## config.mk

```make
export PLATFORM = sky130hd
export DESIGN_NAME = bit_serial_mult_sat_flat
export DESIGN_NICKNAME = d
export VERILOG_FILES = /design/src/rtl/bit_serial_mult_sat_if.sv /design/src/rtl/bit_serial_mult_sat.sv /design/src/flat_wrapper.sv
export SDC_FILE = /design/constraint.sdc
export NUM_CORES = 1
export LEC_CHECK = 0
export CORE_MARGIN = 8
export CORE_UTILIZATION = 58
export DETAILED_ROUTE_END_ITERATION = 8
export HOLD_SLACK_MARGIN = 0.1
export PLACE_DENSITY = 0.86
export SLEW_MARGIN = 0
export SYNTH_ARGS = -nofsm -noshare
export SYNTH_HDL_FRONTEND = slang
export SYNTH_SLANG_ARGS = --single-unit
```

## constraint.sdc

```tcl
create_clock -name clk -period 4.05 [get_ports clk]
set_clock_uncertainty 0.2 [all_clocks]
set_input_delay 0.81 -clock clk [delete_from_list [all_inputs] [get_ports clk]]
set_output_delay 0.81 -clock clk [all_outputs]
set_load 0.01 [all_outputs]
```

## src/rtl/bit_serial_mult_sat_if.sv

```systemverilog
// Purpose: operand, weight-stream and result signals of the bit-serial multiplier.
// Latency: none, wiring only.
// Backpressure: in_ready/out_ready handshakes, w_valid low stalls the weight stream.
interface bit_serial_mult_sat_if #(
   parameter int DATA_W = 16
);
   logic              in_valid;
   logic              in_ready;
   logic [DATA_W-1:0] in_neuron;
   logic              w_valid;
   logic              w_bit;
   logic              out_valid;
   logic              out_ready;
   logic [DATA_W-1:0] out_data;
   logic              out_sat;
   logic              busy;

   // Producer/consumer side (drives operands, weight bits and out_ready).
   modport master (
      output in_valid, in_neuron, w_valid, w_bit, out_ready,
      input  in_ready, out_valid, out_data, out_sat, busy
   );

   // Multiplier side.
   modport slave (
      input  in_valid, in_neuron, w_valid, w_bit, out_ready,
      output in_ready, out_valid, out_data, out_sat, busy
   );
endinterface

```

## src/rtl/bit_serial_mult_sat.sv

```systemverilog
// Purpose: sign-magnitude neuron x bit-serial weight, rounded half-up and saturated to neuron format.
// Latency: out_valid first high WGT_W+2 cycles after operand accept, plus one per w_valid-low cycle.
// Backpressure: in_ready only in IDLE; result and out_valid held until out_ready; w_valid low holds state.
module bit_serial_mult_sat #(
   parameter int DATA_W  = 16,
   parameter int FRAC_W  = 10,
   parameter int WGT_W   = 16,
   parameter int WFRAC_W = 10
) (
   input  logic                   clk,
   input  logic                   reset,
   bit_serial_mult_sat_if.slave   bus
);
   localparam int MAG_W = DATA_W - 1;
   localparam int ACC_W = (DATA_W - 1) + (WGT_W - 1);
   localparam int SUM_W = ACC_W + 1;
   localparam int CNT_W = (WGT_W > 2) ? $clog2(WGT_W) : 1;
   localparam logic [CNT_W-1:0] LAST_BIT = CNT_W'(WGT_W - 2);

   // The product keeps the neuron's FRAC_W fraction bits, so both formats must be sane.
   if (FRAC_W >= DATA_W || WFRAC_W >= WGT_W) begin : g_param_check
      $error("bit_serial_mult_sat: fraction width exceeds operand width");
   end

   typedef enum logic [2:0] {
      IDLE   = 3'd0,
      W_SIGN = 3'd1,
      W_MAG  = 3'd2,
      ROUND  = 3'd3,
      OUT    = 3'd4
   } state_t;

   state_t             state;
   logic               nsign;
   logic [MAG_W-1:0]   nmag;
   logic               rsign;
   logic [ACC_W-1:0]   acc;
   logic [CNT_W-1:0]   cnt;
   logic               in_ready_q;
   logic               busy_q;
   logic               out_valid_q;
   logic [DATA_W-1:0]  out_data_q;
   logic               out_sat_q;

   logic               rnd_bit;
   logic [SUM_W-1:0]   m_full;
   logic               sat;
   logic [MAG_W-1:0]   res_mag;
   logic               res_sign;

   // Round-half-up term is the first discarded fraction bit; absent for integer weights.
   if (WFRAC_W > 0) begin : g_rnd
      assign rnd_bit = acc[WFRAC_W-1];
   end else begin : g_no_rnd
      assign rnd_bit = 1'b0;
   end

   // Scale back to neuron format, clip to max magnitude, and suppress negative zero.
   always_comb begin
      m_full   = ({1'b0, acc} >> WFRAC_W) + SUM_W'(rnd_bit);
      sat      = |m_full[SUM_W-1:MAG_W];
      res_mag  = sat ? {MAG_W{1'b1}} : m_full[MAG_W-1:0];
      res_sign = rsign & (|res_mag);
   end

   // Sequencer: capture operand, shift-add one weight bit per valid cycle, round, hold result.
   always_ff @(posedge clk) begin
      if (!reset) begin
         state       <= IDLE;
         nsign       <= 1'b0;
         nmag        <= '0;
         rsign       <= 1'b0;
         acc         <= '0;
         cnt         <= '0;
         in_ready_q  <= 1'b1;
         busy_q      <= 1'b0;
         out_valid_q <= 1'b0;
         out_data_q  <= '0;
         out_sat_q   <= 1'b0;
      end else begin
         case (state)
            IDLE: begin
               if (bus.in_valid) begin
                  nsign      <= bus.in_neuron[DATA_W-1];
                  nmag       <= bus.in_neuron[MAG_W-1:0];
                  acc        <= '0;
                  cnt        <= '0;
                  in_ready_q <= 1'b0;
                  busy_q     <= 1'b1;
                  state      <= W_SIGN;
               end
            end
            W_SIGN: begin
               if (bus.w_valid) begin
                  rsign <= nsign ^ bus.w_bit;
                  state <= W_MAG;
               end
            end
            W_MAG: begin
               if (bus.w_valid) begin
                  acc <= (acc << 1) + (bus.w_bit ? ACC_W'(nmag) : '0);
                  cnt <= cnt + 1'b1;
                  if (cnt == LAST_BIT) begin
                     state <= ROUND;
                  end
               end
            end
            ROUND: begin
               out_data_q  <= {res_sign, res_mag};
               out_sat_q   <= sat;
               out_valid_q <= 1'b1;
               state       <= OUT;
            end
            OUT: begin
               if (bus.out_ready) begin
                  out_valid_q <= 1'b0;
                  in_ready_q  <= 1'b1;
                  busy_q      <= 1'b0;
                  state       <= IDLE;
               end
            end
            default: begin
               state <= IDLE;
            end
         endcase
      end
   end

   assign bus.in_ready  = in_ready_q;
   assign bus.busy      = busy_q;
   assign bus.out_valid = out_valid_q;
   assign bus.out_data  = out_data_q;
   assign bus.out_sat   = out_sat_q;
endmodule

```

## src/flat_wrapper.sv

```systemverilog
// flat-port wrapper written by rule: the top's interface ports become plain ports
module bit_serial_mult_sat_flat 
#(
   parameter int DATA_W  = 16,
   parameter int FRAC_W  = 10,
   parameter int WGT_W   = 16,
   parameter int WFRAC_W = 10
)
  (clk, reset, bus_in_valid, bus_in_neuron, bus_w_valid, bus_w_bit, bus_out_ready, bus_in_ready, bus_out_valid, bus_out_data, bus_out_sat, bus_busy);
  bit_serial_mult_sat_if #(.DATA_W(DATA_W)) bus_i ();
  input  logic clk;
  input  logic reset;
  input wire logic [$bits(bus_i.in_valid)-1:0] bus_in_valid;
  input wire logic [$bits(bus_i.in_neuron)-1:0] bus_in_neuron;
  input wire logic [$bits(bus_i.w_valid)-1:0] bus_w_valid;
  input wire logic [$bits(bus_i.w_bit)-1:0] bus_w_bit;
  input wire logic [$bits(bus_i.out_ready)-1:0] bus_out_ready;
  output wire logic [$bits(bus_i.in_ready)-1:0] bus_in_ready;
  output wire logic [$bits(bus_i.out_valid)-1:0] bus_out_valid;
  output wire logic [$bits(bus_i.out_data)-1:0] bus_out_data;
  output wire logic [$bits(bus_i.out_sat)-1:0] bus_out_sat;
  output wire logic [$bits(bus_i.busy)-1:0] bus_busy;
  assign bus_i.in_valid = bus_in_valid;
  assign bus_i.in_neuron = bus_in_neuron;
  assign bus_i.w_valid = bus_w_valid;
  assign bus_i.w_bit = bus_w_bit;
  assign bus_i.out_ready = bus_out_ready;
  assign bus_in_ready = bus_i.in_ready;
  assign bus_out_valid = bus_i.out_valid;
  assign bus_out_data = bus_i.out_data;
  assign bus_out_sat = bus_i.out_sat;
  assign bus_busy = bus_i.busy;
  bit_serial_mult_sat #(.DATA_W(DATA_W), .FRAC_W(FRAC_W), .WGT_W(WGT_W), .WFRAC_W(WFRAC_W)) u_core (.clk(clk), .reset(reset), .bus(bus_i));
endmodule
```

After elaboration in Yosys (flattened, before gate mapping). Cells that the tools add are included.

Bits in registers: 74. Bits in latches: 0. RAM bits: 0. Memory bits (read-only): 0. Input port bits: 22. Output and inout port bits: 20. Memories: 0.

Add/subtract/negate cells: 3. Multipliers: 0. Divide/modulo/power cells: 0. $lt $le $gt $ge: 0. Eq/ne operators: 10. Shift-type cells: 0. Multiplexer cells: 21. Bitwise operators: 2. Reductions and logical operators: 12.

Operators with widths (number): 30-bit 2-to-1 mux (2); 30-bit one-hot mux with 2 select lines (1); 30-bit adder (1); 15-bit 2-to-1 mux (2); 20-bit by 1-bit adder with 21-bit output (1); 16-bit OR reduction (1); 3-bit 2-to-1 mux (5); 3-bit one-hot mux with 5 select lines (1); 15-bit OR reduction (1); 4-bit 2-to-1 mux (2); 2-bit inequality test, second input constant (4); 4-bit one-hot mux with 2 select lines (1); 3-bit by 2-bit == test with 1-bit output, second input constant (2); 1-bit one-hot mux with 2 select lines (3); 2-bit AND reduction (3); 3-bit AND reduction (2); 2-bit nonzero test (3); 5-bit AND reduction (1); 4-bit by 1-bit adder with 4-bit output, second input constant (1); 4-bit == test, second input constant (1); 1-bit 2-to-1 mux (4); 3-bit by 1-bit == test with 1-bit output, second input constant (1); 3-bit == test, second input constant (1); 3-bit zero test (1); 3 further kinds (3).

Logic depth before layout (Yosys ltp). Gate-level depths: netlist of run 1.

Depth in word-level cells: 5. Depth in mapped cells: 11.

Worst setup path before layout of run 1. No wires, ideal clock.

Path kind: input -> register. From: input bus_w_bit. To: register u_core.acc[25]. Arrival time: 3.151 ns. Data required time: 3.730 ns. Slack: 0.579 ns. Stages: 11. Buffers on the path: 1. Cells stage by stage: clkbuf_1 > and2_1 > ha_1 > inv_1 > fa_1 > nand2b_1 > a2111oi_2 > and4bb_1 > nor3_4 > a21oi_1 > a211o_1.

Word-level cells in the longest chain between the ends: 4.

RTL lines: start: declaration (line flat_wrapper.sv:16) `input wire logic [$bits(bus_i.w_bit)-1:0] bus_w_bit;`; 15-bit 2-to-1 mux (line bit_serial_mult_sat.sv:101) `acc <= (acc << 1) + (bus.w_bit ? ACC_W'(nmag) : '0);`; 30-bit adder (line bit_serial_mult_sat.sv:101); 30-bit 2-to-1 mux (line bit_serial_mult_sat.sv:100) `if (bus.w_valid) begin`; 30-bit one-hot mux with 2 select lines (line bit_serial_mult_sat.sv:81) `case (state)`; end signal: assignment (line bit_serial_mult_sat.sv:101); end: declaration (line bit_serial_mult_sat.sv:37) `logic [ACC_W-1:0] acc;`.

Every way passes these cells. The select of a mux whose other input is x is not followed. A chain may end at the register's enable or synchronous reset.

Final worst setup path of run 1.
From: input bus_w_bit. To: register u_core.acc[29].

The elaborated chain is that of the path after synthesis.

==> results of run 1 <==
==> power groups by stage <==
stage | Combinational [mW] | Clock, mW | Sequential, mW
floorplan | 0.0833 | 0 | 0.774
global placement | 0.138 | 0 | 0.777
detailed placement | 0.143 | 0 | 0.778
CTS | 0.144 | 0.615 | 0.761
global route | 0.159 | 0.647 | 0.764
finish | 0.144 | 0.614 | 0.761
==> path summary, 6_finish.rpt <==
check / start / endpoint / slack [ps] / depth (start not counted)
max: bus_w_bit / u_core.acc[29]$_SDFFE_PN0P_ / 390 / 11
min: u_core.bus.in_ready$_SDFFE_PN1P_ / u_core.bus.in_ready$_SDFFE_PN1P_ / 250 / 2
max reg2reg: u_core.nmag[1]$_SDFFE_PN0P_ / u_core.acc[29]$_SDFFE_PN0P_ / 1000 / 10
min reg2reg: u_core.bus.in_ready$_SDFFE_PN1P_ / u_core.bus.in_ready$_SDFFE_PN1P_ / 250 / 2
==> flip-flops by register name (all words and copies together) (netlist names), 3 cells and up <==
register,count
u_core.acc,30
u_core.bus.out_data,16
u_core.nmag,15
u_core.cnt,4
u_core.state,3
==> stage by stage <==
stage / area (um2) / hold slack [ps]
2_1_floorplan: 4408 / 231.7
3_3_place_gp: 4826 / 230.7
3_5_place_dp: 4826 / 242.3
4_1_cts: 5032 / 252.1
5_1_grt: 5032 / 276.0
6_report: 5032 / 251.4
==> kinds of logic after synthesis <==
group           share of synthesized area [%]
compound gates                          21.57
xor+xnor                                5.961
fa+ha+maj                               5.564
buf+inv                                 5.024
flops                                   33.61
mux                                    0.4542
simple gates                            27.82
==> synth_stat cells (13+ instances only) <==
master / count / area, um2
nand2_1: 81 / 304.0
xnor2_1: 19 / 166.4
and2_1: 16 / 100.1
a21oi_1: 57 / 285.3
nor3_1: 20 / 100.1
o21ai_0: 34 / 170.2
nand3_1: 21 / 105.1
clkbuf_1: 23 / 86.33
ha_1: 18 / 225.2
dfxtp_1: 74 / 1481
nand4_1: 13 / 81.33
nor2_1: 39 / 146.4
==> final cells by class <==
class	count	area (um2)	area share, %
timing repair buffer	51	485.5	9.647
tap	99	123.9	2.461
sequential	74	1481	29.44
multi-input combinational	441	2705	53.75
clock buffer	9	123.9	2.461
clock inverter	7	82.58	1.641
inverter	8	30.03	0.5967
==> per-layer routing <==
| metal | global-route usage [%] | wire length, um | vias up |
|---|---|---|---|
| li1 | - | - | 2045 |
| met1 | 26.06 | 4794 | 1987 |
| met2 | 37.52 | 5551 | 165 |
| met3 | 3.548 | 699 | 24 |
| met4 | 10.12 | 217 | 0 |
| met5 | 0 | 0 | - |
==> worst min-delay path, cell delays in order, from the launching register on <==
cell and delay (ps):
dfxtp_1 320, nand2_1 50, nand2_1 40
==> layout by cell type, fill, tap and decap left out, drive strengths merged, types with 7 or more instances in the layout <==
cell           count
nand4             14
nand3             21
dfxtp             74
xnor2             19
inv               12
nand2             81
clkdlybuf4s50     41
a21oi             66
nor3              21
o21ai             40
clkbuf             9
a211o              7
ha                18
xor2              11
o21a               7
and2              16
buf               10
nor2              41
==> impl_metrics.json, run 1 <==
{
  "status": "complete, no violations",
  "critPathRequiredTime_ps": 4090,
  "slowest_delay_ps": 480,
  "crit_buf_inv": 2,
  "wirelength_um": 11260,
  "drt_iter0_drc": 286,
  "clkPwrFrac_pct": 40.4,
  "final_layout_size_suffix_gt1_share_pct": 7.966,
  "powerDensity_nw_per_um2": 301.8,
  "leakage_nw": 1.876,
  "arrival_ps": 3700,
  "num_vias": 4221,
  "slew_headroom_pct": 35.91,
  "grt_max_degree": 28,
  "num_io_pins": 42,
  "max_freq_ghz": 0.2731,
  "core_um2": 7292,
  "vias_per_cell": 6.126,
  "synth_area_um2": 4408,
  "cp_cell_sequence": "clkdlybuf4s50_1, and2_1, ha_1, inv_1, fa_1, nand2b_1, a2111oi_2, and4bb_1, or2_1, o311ai_1, nand3_1",
  "root_buffer": "clkbuf_8",
  "power.switching_mw": 0.4152,
  "ys_types": 64,
  "area_growth_syn_to_layout_pct": 14.16,
  "wl_per_cell_um": 16.35,
  "path_delay_family": "simple AND/OR/NAND/NOR gates",
  "grt_setup_unrepaired": "false",
  "portBuffers": 41,
  "worstSetupStartpointType": "primary input",
  "antenna_found_initial": 0,
  "n_antenna_cell": 0,
  "clk_latency_ps": 360,
  "avgSynthCellArea_um2": 7.843,
  "cp_max_fo": 5,
  "synth-seq-area-share_pct": 33.61,
  "clock_sinks": 74,
  "tightest_slew_ps": 959.1,
  "critPathSlowestCell": "clkdlybuf4s50_1",
  "dp_cells": 673,
  "grt_pass1_wl_um": 18690,
  "die_w_um": 103.2,
  "worst_setup_path_end_kind": "register",
  "fill_cells": 587,
  "min_path_type": "register to register",
  "place_congestion": 0.9094,
  "die_area_um2": 10650,
  "cts.clk_slew.worst_paths_ps": 90,
  "die_h_um": 103.2,
  "max-clock-path-buffers": 2,
  "route.detailed.drc": 0,
  "cts_repair_resize_count": 0,
  "htree_levels": 3,
  "dp_slack_ps": 72.05,
  "slew_violations": 0,
  "cts_setup_buffers": 0,
  "synthCells": 562,
  "initial_core_util_pct": 60.45,
  "cts_hold_buf": 0,
  "max-cap-violations": 0,
  "p_comb_share_pct": 9.5,
  "track_usage_pct": 21.84,
  "final_core_util_pct": 69.01,
  "fin_nets": 626,
  "cts_tree": "done",
  "synth_ff_type": "dfxtp_1",
  "yosysWarningCount": 0,
  "netSwitchingFraction_pct": 27.34,
  "ys_ff_latch": 74,
  "hpwl_um": 7918,
  "async_flop_share_pct": 0,
  "pwr-share-seq_pct": 50.1,
  "setup_ws_ps": 388.8,
  "crit_type": "primary input to register",
  "p_int_mw": 1.104,
  "rows": 31,
  "hold_viol": 0,
  "drtAntennaViolNets": 0,
  "grt_pass1_vias": 4126,
  "final_cells": 689,
  "grt_overflow": 0,
  "fin_setup_tns_ps": 0,
  "dr.pass1.iters": 5,
  "finalPower_mw": 1.519,
  "syn_nets": 603,
  "min_period_ps": 3661,
  "fin_crit_sh_pct": 90.40,
  "cts_buffers": 9,
  "vdd_ir_drop_max_uv": 206.6,
  "synth_edf_count": 0,
  "setup_violations": 0
}
No activity file was read; power rests on OpenSTA's default activity.
==> inputs of run 2 (changes only) <==
- CORE_UTILIZATION: 58 -> 52
- PLACE_DENSITY: 0.86 -> 0.81
- clock period: 4.05 -> 3.14 ns (I/O delays scaled with it)
==> run 2 against run 1 <==
- die area up 9.7%
- wire length up 0.27%
- non-clock buffer count up 37
- critical path depth unchanged
- clock power up 30%
- critical path type unchanged
- highest routed layer unchanged
==> impl_metrics.json, run 2 (synthesized netlist as in run 1, its figures left out) <==
{
  "route.detailed.drc": 0,
  "slew_violations": 0,
  "final_area_um2": 5376,
  "arrival_ps": 2980,
  "die_w_um": 108.1,
  "grt_max_degree": 27,
  "clock_sinks": 74,
  "min_path_type": "register to register",
  "final_core_util_pct": 65.43,
  "n_antenna_cell": 0,
  "antenna_found_initial": 0,
  "setup_violations": 0,
  "cts_hold_buf": 0,
  "tightest_slew_ps": 536.5,
  "top_register": "u_core.acc",
  "netSwitchingFraction_pct": 26.58,
  "p_int_mw": 1.454,
  "cp_cell_sequence": "dlymetal6s2s_1, and2_1, ha_1, inv_1, fa_2, nand2b_4, a2111oi_4, and4bb_4, nor3_4, a21oi_1, a211o_1",
  "power.switching_mw": 0.5263,
  "clkPwrFrac_pct": 40.2,
  "hold_viol": 0,
  "cts_setup_buffers": 0,
  "vias_per_cell": 5.867,
  "status": "complete, no violations",
  "worst_setup_path_end_kind": "register",
  "crit_type": "primary input to register",
  "die_area_um2": 11680,
  "max-cap-violations": 0,
  "grt_pass1_vias": 4130,
  "pwr-share-seq_pct": 49.6,
  "hpwl_um": 8393,
  "wl_per_cell_um": 15.43,
  "final_cell_mix": "nand2_1, dfxtp_1, a21oi_1",
  "largest_reg_flops": 30,
  "wirelength_um": 11290,
  "fin_crit_sh_pct": 93.30,
  "die_h_um": 108.1,
  "final_layout_size_suffix_gt1_share_pct": 14.51,
  "p_comb_share_pct": 10.2,
  "cp_max_fo": 6,
  "powerDensity_nw_per_um2": 368.3,
  "placed_area_um2": 5134,
  "root_buffer": "clkbuf_8",
  "track_usage_pct": 19.81,
  "rows": 33,
  "grt_pass1_wl_um": 19150,
  "slew_headroom_pct": 64.18,
  "vdd_ir_drop_max_uv": 262.3,
  "critPathSlowestCell": "a2111oi_4",
  "fin_nets": 663,
  "dp_cells": 716,
  "final_common_cell": "nand2_1",
  "cts_buffers": 9,
  "cts.clk_slew.worst_paths_ps": 80,
  "num_vias": 4295,
  "slowest_delay_ps": 390,
  "grt_setup_unrepaired": "false",
  "initial_core_util_pct": 53.65,
  "area_growth_syn_to_layout_pct": 21.97,
  "drtAntennaViolNets": 0,
  "num_io_pins": 42,
  "max-clock-path-buffers": 2,
  "final_cells": 732,
  "worstSetupStartpointType": "primary input",
  "core_um2": 8217,
  "critPathRequiredTime_ps": 3190,
  "clk_latency_ps": 360,
  "htree_levels": 3,
  "dr.pass1.iters": 4,
  "holdWs_ps": 252.7,
  "max_freq_ghz": 0.3413,
  "grt_overflow": 0,
  "cts_tree": "done",
  "leakage_nw": 2.093,
  "drt_iter0_drc": 204,
  "place_congestion": 0.9543,
  "portBuffers": 41,
  "min_period_ps": 2930
}
run 2: changes by cell type in the layout (fill, tap and decap cells not counted), sizes merged:
cell           change
buf               +37
clkbuf             +1
clkdlybuf4s50      -1
clkinv             +1
clkinvlp           -1
dlymetal6s2s       +1
inv                -1
run 2: worst max-delay path: cells and delay by family:
kind                       cells  cell delay [ps]
and+or+nand+nor                4              920
AOI/OAI and AO/OA              3              760
adders and majority gates      2              500
buffers and inverters          2              180
run 2: timing repair:
| item | 4_1_cts | 5_1_grt |
|---|---|---|
| pin swaps | 1 | 5 |
| endpoints found under the hold margin | 0 | 0 |
| resized for setup | 3 | 6 |
| setup endpoints to repair | 6 | 13 |
run 2: layout make-up:
type / count / area [um2]
fillers: 669 / 2840
repair buffers: 88 / 769.5
multi-input cells: 441 / 2754
well taps: 105 / 131.4
inverters: 8 / 30.03
clock inverters: 6 / 72.57
flip-flops and latches: 74 / 1481
clock buffers: 10 / 137.6
run 2: per-stage QoR:
stage / setup slack [ps] / TNS (ps) / power (mW)
floorplan: 31.66 / 0 / 1.107
global placement: -402.8 / -4166 / 1.196
detailed placement: -427.0 / -5479 / 1.203
CTS: 18.78 / 0 / 1.985
global route: 119.9 / 0 / 2.054
finish: 210.2 / 0 / 1.980
run 2: power groups by stage:
stage / clock [mW] / sequential, mW / combinational [mW]
final: 0.797 / 0.981 / 0.202
after global routing: 0.848 / 0.985 / 0.222
after CTS: 0.803 / 0.981 / 0.201
after detailed placement: 0 / 1.00 / 0.200
after global placement: 0 / 1.00 / 0.193
after floorplan: 0 / 0.999 / 0.108
run 2: metal layers:
| layer | share of wire, % | track usage, % |
|---|---|---|
| met5 | 0 | 0 |
| met2 | 47 | 32.04 |
| met4 | 2.4 | 8.920 |
| met1 | 45 | 24.74 |
| met3 | 5.6 | 4.224 |
run 2: worst paths after layout:
path / startpoint / end / slack [ps] / depth (start not counted)
max: bus_w_bit / u_core.acc[27]$_SDFFE_PN0P_ / 210 / 11
min: u_core.nmag[8]$_SDFFE_PN0P_ / u_core.nmag[8]$_SDFFE_PN0P_ / 250 / 2
max reg2reg: u_core.nmag[1]$_SDFFE_PN0P_ / u_core.acc[27]$_SDFFE_PN0P_ / 290 / 10
min reg2reg: u_core.nmag[8]$_SDFFE_PN0P_ / u_core.nmag[8]$_SDFFE_PN0P_ / 250 / 2
